$ cat src/rtl/gpout_router.sv
// gpout_router: routes selectable sources to per-channel outputs through synchronised
// select/mode, four output modes (pass/reg/sticky/stretch) and change blanking.
module gpout_router #(
  parameter int CHANNELS     = 3,
  parameter int NSRC         = 16,
  parameter int SYNC_DEPTH   = 2,
  parameter int BLANK_CYCLES = 2,
  parameter int STRETCH_LEN  = 8,
  localparam int SEL_W       = (NSRC > 1) ? $clog2(NSRC) : 1
) (
  input  logic                      i_clk,
  input  logic                      i_reset_n,
  input  logic [NSRC-1:0]           i_src,
  input  logic [CHANNELS*SEL_W-1:0] i_sel,
  input  logic [CHANNELS*2-1:0]     i_mode,
  input  logic [CHANNELS-1:0]       i_clr,
  output logic [CHANNELS-1:0]       o_gpout,
  output logic [CHANNELS-1:0]       o_blank
);
  localparam int BLANK_W = $clog2(BLANK_CYCLES + 1);
  localparam int STR_W   = $clog2(STRETCH_LEN + 1);
  localparam logic [1:0] M_PASS    = 2'd0;
  localparam logic [1:0] M_REG     = 2'd1;
  localparam logic [1:0] M_STICKY  = 2'd2;
  localparam logic [1:0] M_STRETCH = 2'd3;
  // Zero-padded to the full select range so out-of-range selects read 0.
  logic [(1<<SEL_W)-1:0] src_pad;
  always_comb begin
    src_pad = '0;
    src_pad[NSRC-1:0] = i_src;
  end
  for (genvar c = 0; c < CHANNELS; c++) begin : g_ch
    logic [SYNC_DEPTH-1:0][SEL_W-1:0] sel_sync_q;
    logic [SYNC_DEPTH-1:0][1:0]       mode_sync_q;
    logic [SEL_W-1:0]                 ssel, prev_sel_q;
    logic [1:0]                       smode, prev_mode_q;
    logic [BLANK_W-1:0]               blank_q, blank_d;
    logic [STR_W-1:0]                 str_q, str_d;
    logic reg_q, reg_d, sticky_q, sticky_d, prev_s_q;
    logic s, rise, changed, blanking, mode_out;
    assign ssel  = sel_sync_q[SYNC_DEPTH-1];
    assign smode = mode_sync_q[SYNC_DEPTH-1];
    always_comb begin
      s        = src_pad[ssel];
      rise     = s && !prev_s_q;
      changed  = (ssel != prev_sel_q) || (smode != prev_mode_q);
      blanking = blank_q != '0;
      blank_d  = changed ? BLANK_W'(BLANK_CYCLES) : blanking ? blank_q - 1'b1 : '0;
      reg_d    = !blanking && smode == M_REG && s;
      sticky_d = !blanking && smode == M_STICKY && (s || (sticky_q && !i_clr[c]));
      str_d    = (blanking || smode != M_STRETCH) ? '0 :
                 rise ? STR_W'(STRETCH_LEN) :
                 (str_q != '0) ? str_q - 1'b1 : '0;
      mode_out = (smode == M_PASS) ? s :
                 (smode == M_REG) ? reg_q :
                 (smode == M_STICKY) ? sticky_q : (str_q != '0);
    end
    // prev_s_q tracks s even while blanking so no false edge appears afterwards.
    always_ff @(posedge i_clk) begin
      if (!i_reset_n) begin
        sel_sync_q  <= '0;
        mode_sync_q <= '0;
        prev_sel_q  <= '0;
        prev_mode_q <= '0;
        blank_q     <= '0;
        str_q       <= '0;
        reg_q       <= 1'b0;
        sticky_q    <= 1'b0;
        prev_s_q    <= 1'b0;
      end else begin
        sel_sync_q  <= {sel_sync_q[SYNC_DEPTH-2:0], i_sel[c*SEL_W +: SEL_W]};
        mode_sync_q <= {mode_sync_q[SYNC_DEPTH-2:0], i_mode[c*2 +: 2]};
        prev_sel_q  <= ssel;
        prev_mode_q <= smode;
        blank_q     <= blank_d;
        str_q       <= str_d;
        reg_q       <= reg_d;
        sticky_q    <= sticky_d;
        prev_s_q    <= s;
      end
    end
    assign o_gpout[c] = i_reset_n && !blanking && mode_out;
    assign o_blank[c] = i_reset_n && blanking;
  end
endmodule

$ cat config.mk
export PLATFORM = sky130hd
export DESIGN_NAME = gpout_router
export DESIGN_NICKNAME = d
export VERILOG_FILES = /design/src/rtl/gpout_router.sv
export SDC_FILE = /design/constraint.sdc
export NUM_CORES = 1
export LEC_CHECK = 0
export CAP_MARGIN = 20
export CELL_PAD_IN_SITES_DETAIL_PLACEMENT = 1
export CELL_PAD_IN_SITES_GLOBAL_PLACEMENT = 2
export CORE_ASPECT_RATIO = 1.5
export CORE_MARGIN = 2
export CORE_UTILIZATION = 38
export CTS_CLUSTER_DIAMETER = 120
export DETAILED_ROUTE_END_ITERATION = 8
export PLACE_DENSITY = 0.95
export RECOVER_POWER = 50
export SLEW_MARGIN = 20
export SYNTH_ARGS = -nofsm -noshare
export SYNTH_HDL_FRONTEND = slang
export SYNTH_SLANG_ARGS = --single-unit
$ cat constraint.sdc
create_clock -name i_clk -period 3.6 [get_ports i_clk]
set_input_delay 0.36 -clock i_clk [delete_from_list [all_inputs] [get_ports i_clk]]
set_output_delay 0.36 -clock i_clk [all_outputs]
set_load 0.05 [all_outputs]
==> out/qor.txt <==
Status: finished clean
Ratio of cells with drive above 1 in the final layout: 0.119
Clock-pin slew on the worst setup and hold paths: 60 ps
Warnings, synthesis: 0
DRC Markers: 0
Data required, critical path: 3240 ps
Final ANT Viol Nets: 0
DP Wirelength: 5140 um
Full die area: 0.00948 mm2
Setup TNS: 0 ps
Crit end category: primary output
Cell row count: 41
Clock Path Buffers: 2
H-tree depth: 3
Nets: 382
Post-Syn Area per Cell: 11.1 um2
Largest net degree at the start of global routing: 39
Critical Path Start Type: register
Vias: 2270
Post-synth EDFFs: 0
Num CTS Buffers: 9
Die Y: 118 um
TritonCTS clock tree: yes
Final instance area: 0.00411 mm2
Layout area overhead: 24.3%
Total Power: 2070 uW
Worst Tran Pin Value: 986 ps
Cell taking the most area after synthesis: dfxtp_1
Gate power share: 0.103
Hold Startpoint: g_ch[1].mode_sync_q[1]
WP buf/inv: 1
Mapped Area: 0.00331 mm2
Crit. Startpoint: g_ch[1].ssel[0]
CP max stage delay: 860 ps
Setup-failing EPs final: 0
Starting density of the core: 0.393
Cts hold-fix bufs: 0
Most used DFF post-synth: dfxtp_1
Io pins: 45
Max stage delay cell, worst path: clkdlybuf4s50_1
Initial antenna violation count: 0
Minimum clock period: 3120 ps
Cell Area, Placed: 0.00381 mm2
Syn Nets: 339
Crit Path Class: register to primary output
CP delay by family, top: buffers and inverters
DR iter-0 viols: 79
Internal Pwr Total: 1600 uW
Total GRT Usage: 0.155
Power Density: 504 mW/mm2
Flop pwr share: 0.463
Sequence of cells on the critical path: mux4_1 -> nand3b_1 -> a31o_2 -> a211oi_1 -> clkdlybuf4s50_1
Most numerous cell in the Yosys netlist: dfxtp_1
Main area contributors after synthesis: dfxtp_1, and2_1, mux4_2
Clock Latency Late Sink: 330 ps
FF+latch count, synth: 81
Core box area: 0.00841 mm2
RSZ-0062 raised after global routing: no
HP Class: register to register
Placer Congestion: 0.729
Core Util, Final: 0.488
Fin. Hold Viols: 0
IO Port Bufs: 44
Root Driver: clkbuf_16
CP max FO: 6
Async set-or-reset flop fraction in the synthesized netlist: 0
DRT Pass-1 Iters: 4
Syn Inst Count: 297
Synth top area share: 0.490
Postcts setup bufs: 0
Synth unique cells: 42
Post-synthesis sequential area ratio: 0.490
Fin crit share: 0.867
Clock Skew: 5.10 ps
Slew margin rel.: 0.343
Wire length of the first global-routing pass: 11300 um
LEAKAGE: 0.00152 uW
GRT overflow: 0
Sw Ratio: 0.227
Cts repair resizes: 0
DRT Wirelength: 6670 um
Via density: 5.02
Psw: 471 uW
Diodes inserted: 0
Overall die width: 80.2 um
CP arrival: 2760 ps
Max-cap violation count: 0
Fin Hold WS: 433 ps
RR Startpoint: g_ch[0].ssel[0]
CTS Sinks: 81
Routed len/inst: 14.8 um
Worst vdd ir: 0.000350 V
Fmax: 320 MHz
Pins Over Slew Limit: 0
Clock share of power: 0.434
Top cells by count, synth: dfxtp_1, and2_1, xnor2_1
Vias in the first global route: 2381
[power by group through the flow]
stage / sequential (uW) / combinational, uW / clock [uW]
4_1_cts: 960 / 218 / 918
3_5_place_dp: 979 / 216 / 0
5_1_grt: 964 / 233 / 946
3_3_place_gp: 977 / 208 / 0
6_report: 959 / 213 / 897
2_1_floorplan: 966 / 143 / 0
[cells by family after synthesis]
group,count (synthesis),share of synthesized area
buffers and inverters,22,0.0318
DFF,81,0.490
xor gates and xnor gates,21,0.0556
adders and majority gates,3,0.0114
AOI/OAI and AO/OA,34,0.0927
muxes,12,0.0874
and+or+nand+nor,124,0.231
[cells in the final DEF, fill, tap and decap left out, drive strengths merged, types with 3 or more instances in the layout]
master         Yosys  routed
inv                9       9
nor3b              5       5
mux4              12      12
and3               3       3
nand2              4       4
nand3b             3       3
clkdlybuf4s50      0      43
clkbuf            10      12
xnor2             15      15
ha                 3       3
and2              54      54
xor2               6       6
a2111oi            3       3
a31oi              3       3
a21o               3       3
a31o               3       3
nand4              3       3
o21ba              3       3
nand3              8       8
nor2b              8       8
or3                3       3
nor2               8       8
nor4              11      11
a22oi              3       3
nor3               6       6
nand2b             5       5
dfxtp             81      81
a21oi             10      10
[layer usage]
layer / vias up / track usage / share of wire
li1: 1126 / - / -
met1: 1091 / 0.169 / 0.40
met2: 44 / 0.278 / 0.55
met3: 9 / 0.0275 / 0.027
met4: 0 / 0.0763 / 0.023
met5: - / 0 / 0
[state kept, by name, indices dropped and copies added, names as in the netlist]
name / count
g_ch.str_q: 12
g_ch.prev_mode_q: 6
g_ch.blank_q: 6
g_ch.ssel: 12
g_ch.smode: 6
g_ch.reg_q: 3
g_ch.sel_sync_q: 12
g_ch.prev_sel_q: 12
g_ch.sticky_q: 3
g_ch.prev_s_q: 3
g_ch.mode_sync_q: 6
[final cells by class]
| cell class | instances | area, um2 |
|---|---|---|
| Clock buffer | 11 | 243 |
| Sequential cell | 81 | 1620 |
| Clock inverter | 5 | 55.1 |
| Fill cell | 933 | 4300 |
| Multi-Input combinational cell | 194 | 1580 |
| Timing Repair Buffer | 45 | 442 |
| Tap cell | 107 | 134 |
| Inverter | 9 | 33.8 |
[per-stage QoR]
stage	std cells	worst slack, ps
6_report	452	478
5_1_grt	452	242
4_1_cts	452	405
3_5_place_dp	436	535
3_3_place_gp	436	622
2_1_floorplan	297	1000
[final timing paths]
check                           cells after the start  slack (ps)               end
worst max-delay path                                5         480        o_gpout[1]
worst min-delay path                                1         430  g_ch[1].smode[1]
worst min register to register                      1         430  g_ch[1].smode[1]
worst max register to register                      4        1710  g_ch[0].str_q[0]
No activity file was read; power rests on OpenSTA's default activity.
